--- src/rtl/axi_cdc_iso_pkg.sv ---
// Shared types and default limits for the AXI CDC isolation controller.
package axi_cdc_iso_pkg;

  typedef enum logic [1:0] {
    ISO_RUN,
    ISO_DRAIN,
    ISO_ISOLATED
  } iso_state_e;

  localparam int unsigned DefaultMaxWrOutstanding = 16;
  localparam int unsigned DefaultMaxRdOutstanding = 16;
  localparam int unsigned DefaultTimeoutCycles    = 1024;

endpackage

--- src/rtl/axi_cdc_iso_cnt.sv ---
// Saturating up/down transaction counter; simultaneous inc and dec cancel out.
module axi_cdc_iso_cnt #(
  parameter int unsigned Width = 5
) (
  input  logic             clk_i,
  input  logic             rst_ni,
  input  logic             inc_i,
  input  logic             dec_i,
  input  logic [Width-1:0] max_i,
  output logic [Width-1:0] count_o,
  output logic             full_o,
  output logic             empty_o
);

  logic [Width-1:0] count_q;

  assign full_o  = (count_q >= max_i);
  assign empty_o = (count_q == '0);
  assign count_o = count_q;

  // Increments stall at max and decrements stall at zero so the count never wraps.
  always_ff @(posedge clk_i or negedge rst_ni) begin
    if (!rst_ni) begin
      count_q <= '0;
    end else if (inc_i && !dec_i && !full_o) begin
      count_q <= count_q + Width'(1);
    end else if (dec_i && !inc_i && !empty_o) begin
      count_q <= count_q - Width'(1);
    end
  end

endmodule

--- src/rtl/axi_cdc_isolate_ctrl.sv ---
// Source-side quiesce/isolation controller for an AXI clock-domain crossing.
// Optional drain timeout enabled by defining AXI_CDC_ISO_TIMEOUT_EN.
module axi_cdc_isolate_ctrl
  import axi_cdc_iso_pkg::*;
#(
  parameter int unsigned MaxWrOutstanding = DefaultMaxWrOutstanding,
  parameter int unsigned MaxRdOutstanding = DefaultMaxRdOutstanding,
  parameter int unsigned TimeoutCycles    = DefaultTimeoutCycles
) (
  input  logic clk_i,
  input  logic rst_ni,
  input  logic isolate_req_i,
  output logic isolated_o,
  input  logic slv_aw_valid_i,
  output logic slv_aw_ready_o,
  output logic mst_aw_valid_o,
  input  logic mst_aw_ready_i,
  input  logic slv_ar_valid_i,
  output logic slv_ar_ready_o,
  output logic mst_ar_valid_o,
  input  logic mst_ar_ready_i,
  input  logic slv_w_valid_i,
  input  logic slv_w_last_i,
  output logic slv_w_ready_o,
  output logic mst_w_valid_o,
  input  logic mst_w_ready_i,
  input  logic mst_b_valid_i,
  output logic mst_b_ready_o,
  output logic slv_b_valid_o,
  input  logic slv_b_ready_i,
  input  logic mst_r_valid_i,
  input  logic mst_r_last_i,
  output logic mst_r_ready_o,
  output logic slv_r_valid_o,
  input  logic slv_r_ready_i,
  output logic [$clog2(MaxWrOutstanding+1)-1:0] wr_outstanding_o,
  output logic [$clog2(MaxRdOutstanding+1)-1:0] rd_outstanding_o,
  output logic timeout_o
);

  localparam int unsigned WrW = $clog2(MaxWrOutstanding + 1);
  localparam int unsigned RdW = $clog2(MaxRdOutstanding + 1);
  localparam logic [WrW-1:0] WrMax = WrW'(MaxWrOutstanding);
  localparam logic [RdW-1:0] RdMax = RdW'(MaxRdOutstanding);

  iso_state_e state_q;
  logic isolated_q, aw_lock_q, ar_lock_q;
  logic allow_aw, allow_ar, allow_w;
  logic aw_hs, ar_hs, w_last_hs, b_hs, r_last_hs;
  logic wr_full, wr_empty, rd_full, rd_empty, wp_full, wp_empty;
  logic [WrW-1:0] wp_count;
  logic unused_wp;

  assign unused_wp = ^{wp_count, wp_full};

  // A set lock keeps its channel open in every state so a presented valid never drops.
  always_comb begin
    allow_aw = aw_lock_q;
    allow_ar = ar_lock_q;
    allow_w  = 1'b0;
    case (state_q)
      ISO_RUN: begin
        allow_aw = aw_lock_q | ~wr_full;
        allow_ar = ar_lock_q | ~rd_full;
        allow_w  = 1'b1;
      end
      ISO_DRAIN: allow_w = ~wp_empty;
      default: ;
    endcase
  end

  assign mst_aw_valid_o = slv_aw_valid_i & allow_aw;
  assign slv_aw_ready_o = mst_aw_ready_i & allow_aw;
  assign mst_ar_valid_o = slv_ar_valid_i & allow_ar;
  assign slv_ar_ready_o = mst_ar_ready_i & allow_ar;
  assign mst_w_valid_o  = slv_w_valid_i & allow_w;
  assign slv_w_ready_o  = mst_w_ready_i & allow_w;

  assign slv_b_valid_o = mst_b_valid_i;
  assign mst_b_ready_o = slv_b_ready_i;
  assign slv_r_valid_o = mst_r_valid_i;
  assign mst_r_ready_o = slv_r_ready_i;

  assign aw_hs     = mst_aw_valid_o & mst_aw_ready_i;
  assign ar_hs     = mst_ar_valid_o & mst_ar_ready_i;
  assign w_last_hs = mst_w_valid_o & mst_w_ready_i & slv_w_last_i;
  assign b_hs      = mst_b_valid_i & slv_b_ready_i;
  assign r_last_hs = mst_r_valid_i & slv_r_ready_i & mst_r_last_i;

  axi_cdc_iso_cnt #(.Width(WrW)) i_wr_cnt (
    .clk_i   (clk_i),
    .rst_ni  (rst_ni),
    .inc_i   (aw_hs),
    .dec_i   (b_hs),
    .max_i   (WrMax),
    .count_o (wr_outstanding_o),
    .full_o  (wr_full),
    .empty_o (wr_empty)
  );

  axi_cdc_iso_cnt #(.Width(RdW)) i_rd_cnt (
    .clk_i   (clk_i),
    .rst_ni  (rst_ni),
    .inc_i   (ar_hs),
    .dec_i   (r_last_hs),
    .max_i   (RdMax),
    .count_o (rd_outstanding_o),
    .full_o  (rd_full),
    .empty_o (rd_empty)
  );

  // Write bursts whose address has gone downstream but whose last beat has not.
  axi_cdc_iso_cnt #(.Width(WrW)) i_wp_cnt (
    .clk_i   (clk_i),
    .rst_ni  (rst_ni),
    .inc_i   (aw_hs),
    .dec_i   (w_last_hs),
    .max_i   (WrMax),
    .count_o (wp_count),
    .full_o  (wp_full),
    .empty_o (wp_empty)
  );

  always_ff @(posedge clk_i or negedge rst_ni) begin
    if (!rst_ni) begin
      state_q    <= ISO_RUN;
      isolated_q <= 1'b0;
      aw_lock_q  <= 1'b0;
      ar_lock_q  <= 1'b0;
    end else begin
      aw_lock_q <= mst_aw_valid_o & ~mst_aw_ready_i;
      ar_lock_q <= mst_ar_valid_o & ~mst_ar_ready_i;
      case (state_q)
        ISO_RUN: begin
          if (isolate_req_i) state_q <= ISO_DRAIN;
        end
        ISO_DRAIN: begin
          if (!isolate_req_i) begin
            state_q <= ISO_RUN;
          end else if (wr_empty && rd_empty && wp_empty && !aw_lock_q && !ar_lock_q) begin
            state_q    <= ISO_ISOLATED;
            isolated_q <= 1'b1;
          end
        end
        ISO_ISOLATED: begin
          if (!isolate_req_i) begin
            state_q    <= ISO_RUN;
            isolated_q <= 1'b0;
          end
        end
        default: begin
          state_q    <= ISO_RUN;
          isolated_q <= 1'b0;
        end
      endcase
    end
  end

  assign isolated_o = isolated_q;

`ifdef AXI_CDC_ISO_TIMEOUT_EN
  localparam int unsigned ToW = $clog2(TimeoutCycles + 1);

  logic [ToW-1:0] drain_cycles_q;
  logic           timeout_q;

  // Flags a drain that is taking too long without forcing the state machine.
  always_ff @(posedge clk_i or negedge rst_ni) begin
    if (!rst_ni) begin
      drain_cycles_q <= '0;
      timeout_q      <= 1'b0;
    end else begin
      if (state_q == ISO_DRAIN) begin
        if (drain_cycles_q != ToW'(TimeoutCycles)) drain_cycles_q <= drain_cycles_q + ToW'(1);
      end else begin
        drain_cycles_q <= '0;
      end
      if (!isolate_req_i) begin
        timeout_q <= 1'b0;
      end else if (state_q == ISO_DRAIN && drain_cycles_q == ToW'(TimeoutCycles - 1)) begin
        timeout_q <= 1'b1;
      end
    end
  end

  assign timeout_o = timeout_q;
`else
  logic unused_timeout_cfg;
  assign unused_timeout_cfg = (TimeoutCycles == 0);
  assign timeout_o = 1'b0;
`endif

  assert property (@(posedge clk_i) disable iff (!rst_ni) !(b_hs && wr_empty));
  assert property (@(posedge clk_i) disable iff (!rst_ni) !(r_last_hs && rd_empty));

endmodule
--- config.mk ---
export PLATFORM = sky130hd
export DESIGN_NAME = axi_cdc_isolate_ctrl
export DESIGN_NICKNAME = d
export VERILOG_FILES = /design/src/rtl/axi_cdc_iso_pkg.sv /design/src/rtl/axi_cdc_iso_cnt.sv /design/src/rtl/axi_cdc_isolate_ctrl.sv
export SDC_FILE = /design/constraint.sdc
export NUM_CORES = 1
export LEC_CHECK = 0
export CAP_MARGIN = 0
export CORE_ASPECT_RATIO = 1.1
export CORE_UTILIZATION = 45
export DETAILED_ROUTE_END_ITERATION = 6
export GPL_ROUTABILITY_DRIVEN = 1
export HOLD_SLACK_MARGIN = 0.15
export PLACE_DENSITY = 0.75
export SLEW_MARGIN = 25
export SYNTH_ARGS = -nofsm -noshare
export SYNTH_HDL_FRONTEND = slang
export SYNTH_SLANG_ARGS = --single-unit
--- constraint.sdc ---
create_clock -name clk_i -period 2.7 [get_ports clk_i]
set_input_delay 0.27 -clock clk_i [delete_from_list [all_inputs] [get_ports clk_i]]
set_output_delay 0.27 -clock clk_i [all_outputs]
set_load 0.02 [all_outputs]
Yosys cells after proc, flatten, opt, wreduce, memory -nomap -nowiden
Index checks and enable logic that the tools add are counted.
{"block": "op_classes", "n_addsub": 6, "order_cmp": 3, "n_eq_ne": 7, "muxes": 18, "n_bitwise": 23, "reduce_logical": 38}
{"cell": "two-way mux 5 bit", "n": 6}
{"cell": "logical AND 1 bit", "n": 16}
{"cell": "adder 5 x 1 -> 5 bit (second input constant)", "n": 3}
{"cell": "bitwise AND 1 bit", "n": 15}
{"cell": ">= comparator 5 bit (second input constant)", "n": 3}
{"cell": "logical NOT 5 bit", "n": 3}
{"cell": "subtractor 5 x 1 -> 5 bit (second input constant)", "n": 3}
{"cell": "logical NOT 1 bit", "n": 13}
{"cell": "two-way mux 2 bit", "n": 4}
{"cell": "inequality test 2 bit (second input constant)", "n": 4}
{"cell": "NOT 1 bit", "n": 6}
{"cell": "case mux 2 bit (3 select lines)", "n": 1}
{"cell": "nonzero test 2 bit", "n": 3}
{"cell": "two-way mux 1 bit", "n": 5}
{"cell": "AND reduction 4 bit", "n": 1}
{"cell": "inequality test 3 bit (second input constant)", "n": 1}
{"cell": "case mux 1 bit (3 select lines)", "n": 1}
{"cell": "AND reduction 3 bit", "n": 1}
{"cell": "== test 2 x 1 -> 1 bit (second input constant)", "n": 1}
{"cell": "== test 2 bit (second input constant)", "n": 1}
{"cell": "logical NOT 2 bit", "n": 1}
{"cell": "bitwise OR 1 bit", "n": 2}
{"cell": "case mux 1 bit (2 select lines)", "n": 1}
{"block": "totals", "register_bits": 20, "inputBits": 15, "out_inout_bits": 22, "wordCells": 102}

Logic depth before layout (Yosys ltp)
{"block": "depth", "depth_word": 11, "mapped_depth": 11, "mapped_depth_nobuf": 10}

Hierarchy
A second synthesis with hierarchy kept.
{"block": "unflattened", "hier_cells": 180, "area_unflattened_um2": 1805.5}
{"module": "axi_cdc_iso_cnt", "n_inst": 3, "cells_per_inst": 46, "area_per_inst_um2": 484.2, "seq_area_each_um2": 125.1}
{"module": "axi_cdc_isolate_ctrl", "n_inst": 1, "cells_per_inst": 42, "area_per_inst_um2": 352.8, "seq_area_each_um2": 125.1}

Worst setup path before layout
No wires, ideal clock.
{"block": "synth_path", "kind": "register to register", "startpoint": "reg state_q[1]", "endpoint": "reg i_wr_cnt.count_q[4], in the netlist i_wr_cnt.count_o[4]", "setup_ps": 126, "t_arrival_ps": 2279, "t_required_ps": 2574, "slack_ps": 295, "stages_incl_launch_ff": 10, "n_path_buf": 1, "synth_period_minus_slack_ps": 2405, "cell_sequence": "dfrtp_1 -> buf_2 -> nor3_2 -> o211a_4 -> nand3b_2 -> fa_1 -> a21o_1 -> a21oi_1 -> nand2_1 -> a221o_1"}
{"block": "synth_between", "elab_chain_cells": 8, "elab_cells_between_ends": 11, "cone_classes": "mux: 2; bitwise: 2; reduce/logical: 7"}
{"element": "start: declaration", "line": "axi_cdc_isolate_ctrl.sv:46", "rtl": "iso_state_e state_q;"}
{"element": "start signal: assignment", "line": "axi_cdc_isolate_ctrl.sv:126", "rtl": "state_q <= ISO_RUN;"}
{"element": "start signal: assignment", "line": "axi_cdc_isolate_ctrl.sv:135", "rtl": "if (isolate_req_i) state_q <= ISO_DRAIN;"}
{"element": "start signal: assignment", "line": "axi_cdc_isolate_ctrl.sv:139", "rtl": "state_q <= ISO_RUN;"}
{"element": "logical NOT 2 bit (*)", "line": "axi_cdc_isolate_ctrl.sv:61", "rtl": "case (state_q)"}
{"element": "two-way mux 1 bit (*)", "line": "axi_cdc_isolate_ctrl.sv:61"}
{"element": "bitwise AND 1 bit (*)", "line": "axi_cdc_isolate_ctrl.sv:72", "rtl": "assign mst_aw_valid_o = slv_aw_valid_i & allow_aw;"}
{"element": "bitwise AND 1 bit (*)", "line": "axi_cdc_isolate_ctrl.sv:84", "rtl": "assign aw_hs = mst_aw_valid_o & mst_aw_ready_i;"}
{"element": "logical NOT 1 bit", "line": "axi_cdc_iso_cnt.sv:27", "rtl": "end else if (dec_i && !inc_i && !empty_o) begin"}
{"element": "logical AND 1 bit (2 in a row)", "line": "axi_cdc_iso_cnt.sv:27"}
{"element": "nonzero test 2 bit (no line)"}
{"element": "end signal: assignment", "line": "axi_cdc_iso_cnt.sv:26", "rtl": "count_q <= count_q + Width'(1);"}
{"element": "end signal: assignment", "line": "axi_cdc_iso_cnt.sv:28", "rtl": "count_q <= count_q - Width'(1);"}
{"element": "end: declaration", "line": "axi_cdc_iso_cnt.sv:15", "rtl": "logic [Width-1:0] count_q;"}
Mark *: on every way between the ends. The rest lies on a longest branch, timed or not.
A chain may end at the register's enable or synchronous reset.

Worst setup path in the final report
{"block": "layout_path", "startpoint": "reg state_q[0]", "endpoint": "reg i_wr_cnt.count_q[4], in the netlist i_wr_cnt.count_o[4]"}
Same word-level chain as after synthesis.

==> results list <==
* Most numerous cell types in the synthesized netlist: 20 x sky130_fd_sc_hd__dfrtp_1, 9 x sky130_fd_sc_hd__ha_1, 8 x sky130_fd_sc_hd__nor2b_1
- Most numerous cell in the Yosys netlist: sky130_fd_sc_hd__dfrtp_1
- In this design, the largest share of critical-path delay is due to compound AO/OA/AOI/OAI gates.
- For this run, global-route usage on met1 was measured as 21.2%.
* Number of buffer and inverter instances along the worst setup path: 0
* Static Leakage: 0.000765 uW
* Gate count after technology mapping: 131
* Placer Congestion: 0.763
- Of all cell types, the one taking the most synthesized area is sky130_fd_sc_hd__dfrtp_1.
- Post-route fraction of the period consumed by the critical path: 94.5%
* Startpoint kind of the worst setup timing path: register
* Antenna diode count: 0
- After detailed routing, the average wire length per cell comes to 15.1 um.
* Distinct cells, synth: 43
- Clock tree synthesis found a total of 20 sinks.
- Status: completed
- Rows: 21
- Starting density of the core: 47.0%
- Fraction of layout instances using a drive strength above 1: 16.2%
- Via density per instance: 5.73
* CTS tree: yes
* Sequence of cells on the critical path: nor3_4 -> o211a_4 -> nand3b_2 -> fa_1 -> a21o_1 -> a21oi_1 -> nand2_1 -> a221o_1
- The number of hold violations in the final report came to 0.
- Inserted Clock Buffers: 3
* Slowest library cell on the worst path: sky130_fd_sc_hd__dfrtp_1
* Floorplan Core Area: 3020 um^2
- After filler insertion, the fill cell instance count of the layout stands at 261.
* Maximum number of pins on one net before global-route repair: 21
- The floorplan step defined a die boundary enclosing 3380 um^2.
* Count of maximum capacitance violations: 0
- For the worst setup path, the data arrival time is 2760 ps.
* DRC errors left: 0
* Number of global-route vias before repair: 1115
- The routed layout has 1152 vias.
* Number of nets produced by synthesis: 158
- Global routing usage on met2: 34.8%
* GR Overflow Total: 0
- Peak supply drop: 0.544 mV
* Hpwl dp: 2400 um
- Clock root buffer: sky130_fd_sc_hd__clkbuf_4
- Input and output buffers added on the ports amount to 35.
- Adding up every negative setup slack in the final design gives 0 ps.
- The max-slew violation total from the final report came to 0.
* Largest clock skew in the final design: 14.6 ps
- Avg Synthesized Cell Area: 10.8 um^2
- Starting DRT DRC Count: 25
- Share of the synthesized area in the top cell type: 35.2%
* Required time of the worst setup path: 2910 ps
- The synthesized netlist occupies a cell area of 1420 um^2.
- The clock reaches the later pin of the worst-skew pair after 310 ps.
- In this run the critical register-to-register path is launched from state_q[0].
* Synth area leaders: sky130_fd_sc_hd__dfrtp_1 35%, sky130_fd_sc_hd__ha_1 7.9%, sky130_fd_sc_hd__mux2_2 4.8%, sky130_fd_sc_hd__fa_1 4.2%, sky130_fd_sc_hd__nor2b_1 3.5%
- Register bit total from synthesis: 20
- In this run the worst setup path begins at state_q[0].
* Clock period minus worst slack: 2550 ps
* CTS H-tree lvls: 1
- Hold is met by 432 ps.
- Most Used Layer, Global Route: met2
- Fraction of registers with async set or reset after synthesis: 100%
- Met3 global-route usage: 3.20%
- Die outline width: 55.6 um
- Timing-limited maximum frequency: 392 MHz
- Number of warnings printed during yosys synthesis: 0
- For this run, the slowest stage of the critical path takes 480 ps.
- For this run, the post-layout net count is 196.
- Clock-pin transition on the worst setup and hold timing paths: 120 ps
* Final-report setup violation count: 0
- The first global-routing pass estimated 5020 um of wire.
- Total Routing Usage GR: 19.1%
* Flip-flop cell with the highest count after synthesis: sky130_fd_sc_hd__dfrtp_1
- From synthesis to final layout, the design area changed by 28.6%.
- Y dimension of the die: 60.9 um
- Maximum buffer depth of the clock tree: 2
* Antenna viol nets, final: 0
- The number of antenna violations at the first check in global routing came to 0.
- In the final layout, the multi-input gates occupy 865 um^2.
- Register area: 500 um^2
* RSZ-0062 raised after global routing: no
* Kind of capture point of the worst setup path: register
- HP Class: in -> async
- Maximum net fanout on the critical path: 8
* WS Path Type: reg -> reg
- After synthesis, flip-flops and latches occupy 35.2% of the total area.
- Summed over all layers, the routed wires come to 3040 um.
- Yosys mapped a number of flops with a built-in enable equal to 0.
* Detailed Routing Iterations Pass 1: 6
- During I/O placement, the number of pins put on the boundary was 37.
- Power density normalized to cell area: 963 nW/um^2
flip-flops by register name (all words and copies together) (netlist names):
signal,cells
aw_lock_q,1
ar_lock_q,1
state_q,2
i_wp_cnt.count_o,5
i_wr_cnt.count_o,5
i_rd_cnt.count_o,5
isolated_o,1
cells in the final DEF (no fill, tap or decap), types with 3 or more instances in the layout:
cell type,instances
sky130_fd_sc_hd__a21oi_1,7
sky130_fd_sc_hd__buf_4,3
sky130_fd_sc_hd__xor2_1,4
sky130_fd_sc_hd__dfrtp_1,20
sky130_fd_sc_hd__a21o_1,6
sky130_fd_sc_hd__nand2_1,4
sky130_fd_sc_hd__fa_1,3
sky130_fd_sc_hd__o21ai_0,3
sky130_fd_sc_hd__inv_1,5
sky130_fd_sc_hd__ha_1,9
sky130_fd_sc_hd__clkbuf_4,3
sky130_fd_sc_hd__nand3_1,3
sky130_fd_sc_hd__o211ai_1,3
sky130_fd_sc_hd__xnor2_1,5
sky130_fd_sc_hd__clkdlybuf4s50_1,34
sky130_fd_sc_hd__nor3b_1,3
sky130_fd_sc_hd__nor2_1,4
sky130_fd_sc_hd__nor2b_1,8
sky130_fd_sc_hd__mux2_2,6
kinds of logic (layout without fill, tap and decap cells):
logic type | count (synthesis) | after routing | share of synthesized area (%)
AO/OA/AOI/OAI | 27 | 27 | 15.0
XOR/XNOR | 9 | 9 | 5.55
adder cells (fa/ha/maj) | 12 | 12 | 12.2
buffers and inverters | 11 | 47 | 4.32
flip-flops | 20 | 20 | 35.2
multiplexers | 10 | 10 | 8.28
other | 1 | 1 | 0.264
AND/OR/NAND/NOR | 41 | 41 | 19.2
through the flow:
stage	instances	power, uW	utilization, %	setup slack [ps]	area, um^2
after global routing	201	1910	60.5	14.7	1830
after global placement	197	1560	59.3	164	1790
after CTS	200	1770	60.1	138	1820
after detailed placement	197	1630	59.3	52.1	1790
final	201	1760	60.5	150	1830
after floorplan	131	1250	-	295	1420
where the power goes:
part           total, uW  internal, uW  leakage, uW  switching [uW]
combinational       1030           545     0.000517             489
sequential           582           420     0.000235             161
clock                143          52.1    0.0000138            91.1
total               1760          1020     0.000765             741
cell type report:
| class | instances | share of cell area (%) |
|---|---|---|
| flip-flops and latches | 20 | 27.4 |
| repair buffers | 39 | 20.7 |
| multi-input cells | 100 | 47.3 |
| clock buffers | 3 | 1.23 |
| well taps | 34 | 2.33 |
| inverters | 5 | 1.03 |
per-layer routing:
metal	vias to the layer above	routed length (um)
met2	23	1640
li1	549	-
met3	6	110
met1	574	1240
met5	-	0
met4	0	48
final timing paths:
kind,slack [ps],cells past startpoint,to
worst max register to register,150,8,i_wr_cnt.count_o[4]
worst min-delay path,430,2,ar_lock_q
worst min register to register,570,1,i_wp_cnt.count_o[0]
min in group clk_i,550,2,ar_lock_q
worst max-delay path,150,8,i_wr_cnt.count_o[4]
max in group asynchronous,1930,2,i_wp_cnt.count_o[1]
repair_timing:
item / 4_1_cts / 5_1_grt
hold buffers: 0 / 1
endpoints found under the hold margin: 0 / 20
resized for setup: 0 / 1
buffers inserted: 0 / 0
endpoints found under the setup margin: 0 / 1
(Power assumes the default switching activity.)
